### src/rtl/rgmii_tx_framer_if.sv
// Byte-stream handshake between a packet source and the RGMII transmit framer.
// The source owns data/valid/last; the framer answers with ready.
interface rgmii_tx_framer_if;
  logic [7:0] s_data;
  logic       s_valid;
  logic       s_last;
  logic       s_ready;

  modport master (
    output s_data,
    output s_valid,
    output s_last,
    input  s_ready
  );

  modport slave (
    input  s_data,
    input  s_valid,
    input  s_last,
    output s_ready
  );
endinterface

### src/rtl/rgmii_tx_framer.sv
// Gigabit MAC transmit sequencer: preamble/SFD, data, zero pad, CRC-32 FCS and IFG,
// producing one registered 10-bit ODDR word per clk for the rgmii_tx block.
module rgmii_tx_framer #(
  parameter int MIN_LEN = 60,
  parameter int IFG_LEN = 12,
  parameter int PRE_LEN = 7
) (
  input  logic               clk,
  input  logic               rst,
  rgmii_tx_framer_if.slave   src,
  output logic [9:0]         tx_din,
  output logic               busy,
  output logic               frame_done,
  output logic               underrun
);

  typedef enum logic [2:0] {
    IDLE,
    PRE,
    SFD,
    DATA,
    PAD,
    FCS,
    IFG
  } state_t;

  localparam logic [31:0] POLY      = 32'hEDB88320;
  localparam logic [11:0] MIN_LEN_W = 12'(MIN_LEN);
  localparam logic [15:0] PRE_LAST  = 16'(PRE_LEN - 1);
  localparam logic [15:0] IFG_LAST  = 16'(IFG_LEN - 1);
  localparam logic [9:0]  ERR_WORD  = 10'h010;

  state_t      state, state_nx;
  logic [15:0] cnt, cnt_nx;
  logic [10:0] len, len_nx;
  logic [10:0] len_inc;
  logic [11:0] len_after;
  logic [31:0] crc, crc_nx;
  logic [31:0] fcs_word;
  logic [7:0]  fcs_byte;
  logic [9:0]  tx_nx;
  logic        done_nx;
  logic        under_nx;

  // Reflected CRC-32, one input bit per iteration, LSB first.
  function automatic logic [31:0] crc_step(input logic [31:0] c, input logic [7:0] d);
    logic [31:0] r;
    r = c;
    for (int i = 0; i < 8; i++) begin
      r = (r[0] ^ d[i]) ? ((r >> 1) ^ POLY) : (r >> 1);
    end
    return r;
  endfunction

  // ODDR word: low nibble + TX_EN on the rising edge, high nibble + EN^ER on the falling edge.
  function automatic logic [9:0] enc(input logic [7:0] b);
    return {1'b1, b[7:4], 1'b1, b[3:0]};
  endfunction

  assign src.s_ready = (state == DATA);
  assign busy        = (state != IDLE);
  assign len_inc     = (len == 11'h7FF) ? len : len + 11'd1;
  assign len_after   = {1'b0, len} + 12'd1;
  assign fcs_word    = ~crc;

  always_comb begin
    fcs_byte = 8'h00;
    unique case (cnt[1:0])
      2'd0: fcs_byte = fcs_word[7:0];
      2'd1: fcs_byte = fcs_word[15:8];
      2'd2: fcs_byte = fcs_word[23:16];
      2'd3: fcs_byte = fcs_word[31:24];
      default: fcs_byte = 8'h00;
    endcase
  end

  always_ff @(posedge clk or posedge rst) begin
    if (rst) begin
      state      <= IDLE;
      cnt        <= '0;
      len        <= '0;
      crc        <= '1;
      tx_din     <= '0;
      frame_done <= 1'b0;
      underrun   <= 1'b0;
    end else begin
      state      <= state_nx;
      cnt        <= cnt_nx;
      len        <= len_nx;
      crc        <= crc_nx;
      tx_din     <= tx_nx;
      frame_done <= done_nx;
      underrun   <= under_nx;
    end
  end

  always_comb begin
    state_nx = state;
    cnt_nx   = cnt;
    len_nx   = len;
    crc_nx   = crc;
    tx_nx    = '0;
    done_nx  = 1'b0;
    under_nx = 1'b0;

    unique case (state)
      IDLE: begin
        if (src.s_valid) begin
          state_nx = PRE;
          cnt_nx   = '0;
        end
      end

      PRE: begin
        tx_nx = enc(8'h55);
        if (cnt == PRE_LAST) begin
          state_nx = SFD;
          cnt_nx   = '0;
        end else begin
          cnt_nx = cnt + 16'd1;
        end
      end

      SFD: begin
        tx_nx    = enc(8'hD5);
        crc_nx   = '1;
        len_nx   = '0;
        state_nx = DATA;
      end

      DATA: begin
        if (src.s_valid) begin
          tx_nx  = enc(src.s_data);
          crc_nx = crc_step(crc, src.s_data);
          len_nx = len_inc;
          if (src.s_last) begin
            cnt_nx   = '0;
            state_nx = (len_after < MIN_LEN_W) ? PAD : FCS;
          end
        end else begin
          // Source starved mid-frame: one error symbol, then drop the frame without FCS.
          tx_nx    = ERR_WORD;
          under_nx = 1'b1;
          cnt_nx   = '0;
          state_nx = IFG;
        end
      end

      PAD: begin
        tx_nx  = enc(8'h00);
        crc_nx = crc_step(crc, 8'h00);
        len_nx = len_inc;
        if (len_after >= MIN_LEN_W) begin
          cnt_nx   = '0;
          state_nx = FCS;
        end
      end

      FCS: begin
        tx_nx = enc(fcs_byte);
        if (cnt[1:0] == 2'd3) begin
          done_nx  = 1'b1;
          cnt_nx   = '0;
          state_nx = IFG;
        end else begin
          cnt_nx = cnt + 16'd1;
        end
      end

      IFG: begin
        // The last gap cycle doubles as the idle sample, so back-to-back frames see exactly IFG_LEN idle bytes.
        if (cnt == IFG_LAST) begin
          cnt_nx   = '0;
          state_nx = src.s_valid ? PRE : IDLE;
        end else begin
          cnt_nx = cnt + 16'd1;
        end
      end

      default: begin
        state_nx = IDLE;
        cnt_nx   = '0;
      end
    endcase
  end

endmodule

### src/flat_wrapper.sv
// flat-port wrapper written by rule: the top's interface ports become plain ports
module rgmii_tx_framer_flat 
#(
  parameter int MIN_LEN = 60,
  parameter int IFG_LEN = 12,
  parameter int PRE_LEN = 7
)
  (clk, rst, tx_din, busy, frame_done, underrun, src_s_data, src_s_valid, src_s_last, src_s_ready);
  rgmii_tx_framer_if src_i ();
  input  logic clk;
  input  logic rst;
  output logic [9:0] tx_din;
  output logic busy;
  output logic frame_done;
  output logic underrun;
  input wire logic [$bits(src_i.s_data)-1:0] src_s_data;
  input wire logic [$bits(src_i.s_valid)-1:0] src_s_valid;
  input wire logic [$bits(src_i.s_last)-1:0] src_s_last;
  output wire logic [$bits(src_i.s_ready)-1:0] src_s_ready;
  assign src_i.s_data = src_s_data;
  assign src_i.s_valid = src_s_valid;
  assign src_i.s_last = src_s_last;
  assign src_s_ready = src_i.s_ready;
  rgmii_tx_framer #(.MIN_LEN(MIN_LEN), .IFG_LEN(IFG_LEN), .PRE_LEN(PRE_LEN)) u_core (.clk(clk), .rst(rst), .src(src_i), .tx_din(tx_din), .busy(busy), .frame_done(frame_done), .underrun(underrun));
endmodule
### config.mk
export PLATFORM = sky130hd
export DESIGN_NAME = rgmii_tx_framer_flat
export DESIGN_NICKNAME = d
export VERILOG_FILES = /design/src/rtl/rgmii_tx_framer_if.sv /design/src/rtl/rgmii_tx_framer.sv /design/src/flat_wrapper.sv
export SDC_FILE = /design/constraint.sdc
export NUM_CORES = 1
export LEC_CHECK = 0
export ABC_AREA = 1
export CAP_MARGIN = 20
export CORE_ASPECT_RATIO = 1.5
export CORE_MARGIN = 2
export CORE_UTILIZATION = 67
export DETAILED_ROUTE_END_ITERATION = 10
export GPL_TIMING_DRIVEN = 1
export MAX_ROUTING_LAYER = met4
export PLACE_DENSITY = 0.93
export REMOVE_ABC_BUFFERS = 1
export SLEW_MARGIN = 20
export SYNTH_ARGS = -nofsm -noshare
export SYNTH_HDL_FRONTEND = slang
export SYNTH_SLANG_ARGS = --single-unit
### constraint.sdc
create_clock -name clk -period 3.9 [get_ports clk]
set_input_delay 0.39 -clock clk [delete_from_list [all_inputs] [get_ports clk]]
set_output_delay 0.39 -clock clk [all_outputs]
set_load 0.1 [all_outputs]
==> results of run 1 <==
==> sequential cells by signal, indices dropped and copies added, names as in the netlist <==
register / count
u_core.crc: 32
u_core.frame_done: 1
u_core.tx_din: 10
u_core.len: 11
u_core.underrun: 1
u_core.cnt: 16
u_core.state: 3
==> cells in the final DEF (no fill, tap or decap), drive strengths merged, types with 11 or more instances in the layout <==
cell type      count
nand2            299
nor2              91
clkbuf            11
xor2              56
nand3             76
xnor2             24
inv              109
nor3              19
dfstp             32
clkdlybuf4s50     24
dfrtp             42
a21oi             37
o21ai             43
==> cell type report <==
type	count	area [sq um]	share of cell area
Clock buffer	11	233	0.0347
Tap cell	110	138	0.0205
Sequential cell	74	1890	0.282
Clock inverter	5	55.1	0.00820
Timing Repair Buffer	31	293	0.0436
Inverter	110	413	0.0615
Multi-Input combinational cell	721	3690	0.550
==> power breakdown <==
group          switching (mW)  internal (mW)  leakage, nW
Sequential              0.343           1.14        0.903
Clock                   0.346          0.494        0.136
Combinational            2.90           1.28         2.18
Total                    3.59           2.92         3.22
==> logic make-up (layout without fill, tap and decap cells) <==
| kind of cell | after synthesis | count (layout) | share of synthesized area |
|---|---|---|---|
| adder cells (fa/ha/maj) | 6 | 6 | 0.0122 |
| XOR/XNOR | 80 | 80 | 0.114 |
| flip-flops | 74 | 74 | 0.308 |
| AND/OR/NAND/NOR | 510 | 510 | 0.352 |
| AO/OA/AOI/OAI | 125 | 125 | 0.122 |
| buffers and inverters | 135 | 157 | 0.0917 |
==> worst paths after layout <==
path	start	endpoint	slack, ns	depth (start not counted)
max in group asynchronous	rst	u_core.crc[14]	2.50	3
min in group asynchronous	rst	u_core.tx_din[6]	0.54	2
hold / removal	u_core.len[1]	u_core.len[1]	0.52	2
hold reg to reg	u_core.len[1]	u_core.len[1]	0.52	2
setup reg to reg	u_core.state[0]	u_core.len[9]	1.35	9
setup / recovery	u_core.state[2]	busy	1.31	3
==> layer usage <==
metal | vias to the layer above | track usage | wire [um]
li1 | 3035 | - | -
met1 | 2955 | 0.463 | 6880
met2 | 378 | 0.649 | 9090
met3 | 143 | 0.0945 | 1600
met4 | 0 | 0.340 | 1650
met5 | - | - | 0
==> through the flow <==
stage / hold WS [ns] / setup slack [ns] / instance area [sq um]
floorplan: 0.468 / 0.641 / 5990
global placement: 0.495 / 1.40 / 6420
detailed placement: 0.504 / 1.35 / 6420
CTS: 0.515 / 1.30 / 6710
global route: 0.546 / 1.12 / 6710
finish: 0.522 / 1.31 / 6710
==> worst register-to-register path, stage by stage (launching register included) <==
cell,delay [ns]
dfrtp_1,0.42
inv_2,0.08
nor3_4,0.15
buf_4,0.33
nand2_2,0.27
nand2_2,0.17
nor2_4,0.12
nor2_2,0.45
nand2_1,0.29
o22ai_1,0.19
==> impl_metrics.py, run 1 <==
metrics = {
    "grt": {
        "grt_pass1_vias": 6296,
        "overflow": 0,
        "grt_pass1_wl_mm": 30.7,
        "grt_antenna_before_repair": 0,
        "grt_max_degree": 42,
        "grt_use_total": 0.424,
    },
    "die": {
        "dieWidth_um": 82.2,
        "floorplan.rows": 42,
        "pin_count": 26,
        "die_y_um": 121,
        "start_util": 0.691,
        "die_area_sq_mm": 0.00996,
        "core_sq_mm": 0.00888,
    },
    "hold_path": {
        "hold_path_class": "flip-flop to flip-flop",
    },
    "timing": {
        "worst_pin_slew_ns": 0.979,
        "finalCritPeriodShare": 0.665,
        "min_period_ns": 2.59,
        "timing.fmax_mhz": 385,
        "slew_viol_final": 0,
        "setup_viol": 0,
        "finalHoldViolations": 0,
        "fin_tns_setup_ns": 0,
        "slew_headroom": 0.345,
        "skew_ns": 0.00820,
        "rsz0062_at_grt": "no",
    },
    "setup_path": {
        "path_max_fanout": 5,
        "end_kind": "primary output",
        "crit_family": "buffers and inverters",
        "path_buf_inv": 2,
        "startpoint_type": "flip-flop",
        "worst_path_max_delay_cell": "clkdlybuf4s50_1",
        "critPathArrivalTime_ns": 2.20,
        "crit_path_max_incr_delay_ns": 1.14,
        "critPathRequiredTime_ns": 3.51,
        "path_cells": "inv_1 > nand2_1 > clkdlybuf4s50_1",
        "crit_type": "flip-flop to primary output",
    },
    "clock_network": {
        "clkTransAtPathRegs_ns": 0.06,
        "clock-root-buffer": "clkbuf_16",
        "htreeDepth": 3,
        "clk_path_buf_depth": 2,
        "postCtsSetupRepairBufs": 0,
        "cts_hold_buf": 0,
        "clock_latency_ns": 0.35,
        "post_cts_resized": 0,
        "cts_tree": "yes",
        "cts_buffers": 9,
        "clkSinkCount": 74,
    },
    "logic_synthesis": {
        "ys.flop_type": "dfrtp_1",
        "syn_area_sq_mm": 0.00614,
        "synthCells": 930,
        "ys_types": 41,
        "synth_area_leader_cell": "nand2_1",
        "synthMostInstantiatedCell": "nand2_1",
        "synthArstFlopShare": 1.00,
        "synthTopCellsByArea": "nand2_1 17%, dfrtp_1 17%, dfstp_2 14%, xor2_1 8.0%, nand3_1 6.2%",
        "synth_common_cells": "286 x nand2_1, 95 x inv_1, 89 x nor2_1",
        "avgSynthCellArea_sq_um": 6.60,
        "synth-edff-count": 0,
        "synth_seq_area_share": 0.308,
        "yosysWarnings": 0,
        "yosys.area.top_type_share": 0.175,
        "synth-seq-cells": 74,
    },
    "finish": {
        "stdcell_count": 1062,
        "num_antenna_cells": 0,
        "syn_to_final_growth_pct": 9.29,
        "nets": 965,
        "postLayoutCoreUtil": 0.756,
        "drive_above_1_share": 0.0977,
        "fill_cells": 739,
    },
    "power": {
        "leakage_nw": 3.22,
        "p_per_area_mw_per_mm2": 970,
        "vdd_drop_max_mv": 0.948,
        "p_total_mw": 6.51,
    },
    "placed_design": {
        "dp_hpwl_mm": 13.8,
        "gp_congestion": 1.05,
        "dp_cells": 1046,
        "io_buffers": 25,
    },
    "drt": {
        "wirelength_mm": 19.2,
        "vias_per_cell": 6.13,
        "antenna_left": 0,
        "first_pass_iters": 9,
        "wl_per_cell_um": 18.1,
        "vias": 6511,
        "drc": 0,
        "drt_iter0_drc": 739,
    },
    "status": {
        "outcome": "complete, no violations",
    },
    "run": {
        "drv_cap": 0,
    },
}
(Power assumes the default switching activity.)
==> run 2, diff against run 1 <==
- CORE_UTILIZATION: 67 -> 62
- PLACE_DENSITY: 0.93 -> 0.87
- clock period: 3.9 -> 2.55 ns (I/O delays scaled with it)
==> impl_metrics.py, run 2 (synthesized netlist as in run 1, its figures left out) <==
metrics = {
    "status": {
        "outcome": "complete, no violations",
    },
    "finish": {
        "nets": 980,
        "top_regs": "u_core.crc (32), u_core.cnt (16), u_core.len (11)",
        "layout_common_cells": "286 x nand2_1, 94 x inv_1, 88 x nor2_1, 76 x nand3_1, 56 x xor2_1",
        "fin_area_sq_mm": 0.00688,
        "stdcell_count": 1082,
        "drive_above_1_share": 0.126,
        "regArea_sq_mm": 0.00189,
        "num_antenna_cells": 0,
        "fill_cells": 834,
        "layout_commonest_cell": "nand2_1",
        "regMostFlops": "u_core.crc",
        "largest_register_ffs": 32,
        "syn_to_final_growth_pct": 12.0,
        "multi_input_area_sq_mm": 0.00369,
    },
    "drt": {
        "wl_per_cell_um": 18.4,
        "antenna_left": 0,
        "vias": 6537,
        "drc": 0,
        "drt_iter0_drc": 617,
        "first_pass_iters": 5,
        "vias_per_cell": 6.04,
        "wirelength_mm": 19.9,
    },
    "die": {
        "die_area_sq_mm": 0.0107,
        "floorplan.rows": 44,
        "start_util": 0.637,
        "pin_count": 26,
        "core_sq_mm": 0.00963,
        "dieWidth_um": 85.3,
        "die_y_um": 126,
    },
    "setup_path": {
        "crit_type": "flip-flop to flip-flop",
        "rrSetupSlack_ns": 0.002,
        "end_kind": "flip-flop",
        "startpoint_type": "flip-flop",
        "critPathRequiredTime_ns": 2.82,
        "critPathArrivalTime_ns": 2.81,
        "path_max_fanout": 11,
    },
    "grt": {
        "grt_use_total": 0.394,
        "grt_max_degree": 53,
        "grt_pass1_wl_mm": 32.0,
        "grt_pass1_vias": 6438,
        "overflow": 0,
        "grt_antenna_before_repair": 0,
    },
    "clock_network": {
        "clk_path_buf_depth": 2,
        "htreeDepth": 3,
        "post_cts_resized": 0,
        "clock-root-buffer": "clkbuf_16",
        "clkTransAtPathRegs_ns": 0.07,
        "clkSinkCount": 74,
        "cts_buffers": 9,
        "clock_latency_ns": 0.35,
        "cts_hold_buf": 0,
        "postCtsSetupRepairBufs": 0,
        "cts_tree": "yes",
    },
    "timing": {
        "timing.fmax_mhz": 392,
        "skew_ns": 0.00962,
        "setup_viol": 0,
        "slew_headroom": 0.561,
        "min_period_ns": 2.55,
        "worst_pin_slew_ns": 0.657,
        "slew_viol_final": 0,
        "finalHoldViolations": 0,
        "rsz0062_at_grt": "no",
        "hold_ws_ns": 0.270,
        "finalCritPeriodShare": 0.999,
    },
    "placed_design": {
        "dpl_cell_area_sq_mm": 0.00653,
        "io_buffers": 25,
        "dp_hpwl_mm": 14.6,
        "gp_congestion": 1.13,
        "dp_cells": 1066,
    },
    "hold_path": {
        "hold_path_class": "input pin to asynchronous set/reset pin",
    },
    "power": {
        "p_total_mw": 10.5,
        "p_per_area_mw_per_mm2": 1520,
        "vdd_drop_max_mv": 1.26,
        "leakage_nw": 3.34,
    },
    "run": {
        "drv_cap": 0,
    },
}
-- run 2: cell type report --
type / instances / share of cell area
Sequential cell: 74 / 0.275
Inverter: 110 / 0.0600
Timing Repair Buffer: 46 / 0.0578
Clock buffer: 10 / 0.0333
Tap cell: 115 / 0.0209
Clock inverter: 6 / 0.0167
Multi-Input combinational cell: 721 / 0.536
-- run 2: critical path: stages, from the launching register on --
cell and delay, ns:
dfstp_2 0.73, inv_2 0.13, nand2_1 0.11, nand2_1 0.40, xor2_1 0.42, xor2_1 0.31
nand2_1 0.09, nand3_1 0.20, a21oi_1 0.10
-- run 2: layer usage --
metal / track usage / vias up / routed length (um)
li1: - / 3061 / -
met1: 0.440 / 3024 / 7200
met2: 0.641 / 332 / 9780
met3: 0.0623 / 120 / 1480
met4: 0.265 / 0 / 1450
met5: - / - / 0
-- run 2: report_power, final --
part / internal [mW] / switching, mW
Clock: 0.960 / 0.541
Combinational: 2.10 / 4.63
Sequential: 1.74 / 0.496
-- run 2: path summary, 6_finish.rpt --
| path | from | to | cells past startpoint |
|---|---|---|---|
| setup / recovery | u_core.crc[0] | u_core.crc[22] | 8 |
| hold / removal | rst | u_core.tx_din[1] | 2 |
| setup reg to reg | u_core.crc[0] | u_core.crc[22] | 8 |
| hold reg to reg | u_core.len[0] | u_core.len[0] | 1 |
| max in group asynchronous | rst | u_core.crc[8] | 3 |
| min in group clk | u_core.len[0] | u_core.len[0] | 1 |
-- run 2: through the flow --
stage	worst slack [ns]	TNS, ns	util
after floorplan	-0.709	-21.45	-
after global placement	0.0798	0	0.678
after detailed placement	0.0843	0	0.678
after CTS	0.159	0	0.714
after global routing	0.0314	0	0.714
final	0.00180	0	0.714
==> run 3, diff against run 2 <==
- ABC_CLOCK_PERIOD_IN_PS: default -> 2550
- CORE_ASPECT_RATIO: 1.5 -> default
==> impl_metrics.py, run 3 (synthesized netlist as in run 1, its figures left out) <==
metrics = {
    "status": {
        "outcome": "complete, no violations",
    },
    "timing": {
        "skew_ns": 0.0159,
        "timing.fmax_mhz": 437,
        "min_period_ns": 2.29,
        "finalCritPeriodShare": 0.897,
        "slew_viol_final": 0,
        "worst_pin_slew_ns": 0.649,
        "rsz0062_at_grt": "no",
        "finalHoldViolations": 0,
        "slew_headroom": 0.567,
        "setup_viol": 0,
    },
    "die": {
        "core_sq_mm": 0.00968,
        "start_util": 0.634,
        "dieWidth_um": 104,
        "pin_count": 26,
        "die_y_um": 104,
        "floorplan.rows": 36,
        "die_area_sq_mm": 0.0107,
    },
    "placed_design": {
        "dp_hpwl_mm": 13.5,
        "dp_cells": 1080,
        "io_buffers": 25,
        "gp_congestion": 1.17,
    },
    "drt": {
        "vias": 6414,
        "drt_iter0_drc": 776,
        "wl_per_cell_um": 17.0,
        "vias_per_cell": 5.85,
        "drc": 0,
        "wirelength_mm": 18.6,
        "first_pass_iters": 7,
        "antenna_left": 0,
    },
    "finish": {
        "regMostFlops": "u_core.crc",
        "layout_commonest_cell": "nand2_1",
        "nets": 976,
        "top_regs": "u_core.crc (32), u_core.cnt (16), u_core.len (11)",
        "fill_cells": 830,
        "layout_common_cells": "286 x nand2_1, 94 x inv_1, 88 x nor2_1, 76 x nand3_1, 56 x xor2_1",
        "num_antenna_cells": 0,
        "largest_register_ffs": 32,
        "drive_above_1_share": 0.121,
        "syn_to_final_growth_pct": 9.50,
        "stdcell_count": 1096,
    },
    "power": {
        "p_comb_frac": 0.672,
        "intPower_mw": 4.26,
        "clock_power_share": 0.098,
        "switchingPower_mw": 5.50,
        "p_per_area_mw_per_mm2": 1450,
        "leakage_nw": 3.26,
        "swShare": 0.563,
        "vdd_drop_max_mv": 0.931,
        "p_total_mw": 9.76,
        "seqPwrFrac": 0.230,
    },
    "setup_path": {
        "critPathArrivalTime_ns": 2.57,
        "crit_type": "flip-flop to flip-flop",
        "path_max_fanout": 18,
        "critPathRequiredTime_ns": 2.83,
        "startpoint_type": "flip-flop",
        "end_kind": "flip-flop",
    },
    "clock_network": {
        "cts_tree": "yes",
        "htreeDepth": 3,
        "post_cts_resized": 0,
        "cts_hold_buf": 0,
        "clkSinkCount": 74,
        "clock_latency_ns": 0.39,
        "postCtsSetupRepairBufs": 0,
        "clkTransAtPathRegs_ns": 0.09,
        "clk_path_buf_depth": 2,
        "cts_buffers": 9,
        "clock-root-buffer": "clkbuf_8",
    },
    "grt": {
        "grt_antenna_before_repair": 0,
        "grt_use_total": 0.370,
        "grt_max_degree": 75,
        "overflow": 0,
        "grt_pass1_wl_mm": 30.4,
        "grt_pass1_vias": 6055,
    },
    "hold_path": {
        "hold_path_class": "input pin to asynchronous set/reset pin",
    },
    "run": {
        "drv_cap": 0,
    },
}
run 3: worst paths after layout:
kind | start | to | slack (ns) | cells past startpoint
worst max-delay path | u_core.state[2] | u_core.crc[30] | 0.26 | 8
worst min-delay path | rst | u_core.len[8] | 0.25 | 3
worst max register to register | u_core.state[2] | u_core.crc[30] | 0.26 | 8
worst min register to register | u_core.len[0] | u_core.len[0] | 0.52 | 1
max in group asynchronous | rst | u_core.crc[24] | 1.89 | 3
min in group clk | u_core.len[0] | u_core.len[0] | 0.52 | 1
run 3: metal layers:
metal | vias to the layer above | global-route usage | part of all wire
met4 | 0 | 0.196 | 0.060
met5 | - | - | 0
met1 | 2891 | 0.457 | 0.40
li1 | 3048 | - | -
met3 | 100 | 0.102 | 0.11
met2 | 375 | 0.555 | 0.44
run 3: power by group through the flow:
stage          combinational [mW]  sequential [mW]  clock [mW]
2_1_floorplan                4.21             2.57           0
3_3_place_gp                 6.26             2.23           0
3_5_place_dp                 6.32             2.22           0
4_1_cts                      6.34             2.21       0.972
5_1_grt                      7.06             2.27        1.02
6_report                     6.56             2.24       0.957
run 3: cell type report:
class                           count  area [sq um]  area share
Multi-Input combinational cell    721          3690       0.548
Sequential cell                    74          1890       0.281
Inverter                          110           413      0.0614
Timing Repair Buffer               42           368      0.0547
Tap cell                          133           166      0.0248
Clock buffer                       12           145      0.0216
Clock inverter                      4          51.3     0.00763
run 3: worst max-delay path: stages, from the launching register on:
cell and delay, ns:
dfrtp_1 0.45, inv_1 0.18, nor2_2 0.07, inv_2 0.12, nand2_2 0.09, nor2_4 0.51, inv_2 0.35, o211ai_1 0.24
o21ai_0 0.16
run 3: through the flow:
step	TNS (ns)	setup WS (ns)	cell area (sq um)	hold slack, ns	utilization
after floorplan	-21.45	-0.709	5990	0.333	-
after global placement	0	0.369	6530	0.497	0.674
after detailed placement	0	0.311	6530	0.498	0.674
after CTS	0	0.372	6720	0.275	0.694
after global routing	0	0.125	6720	0.298	0.694
final	0	0.263	6720	0.247	0.694
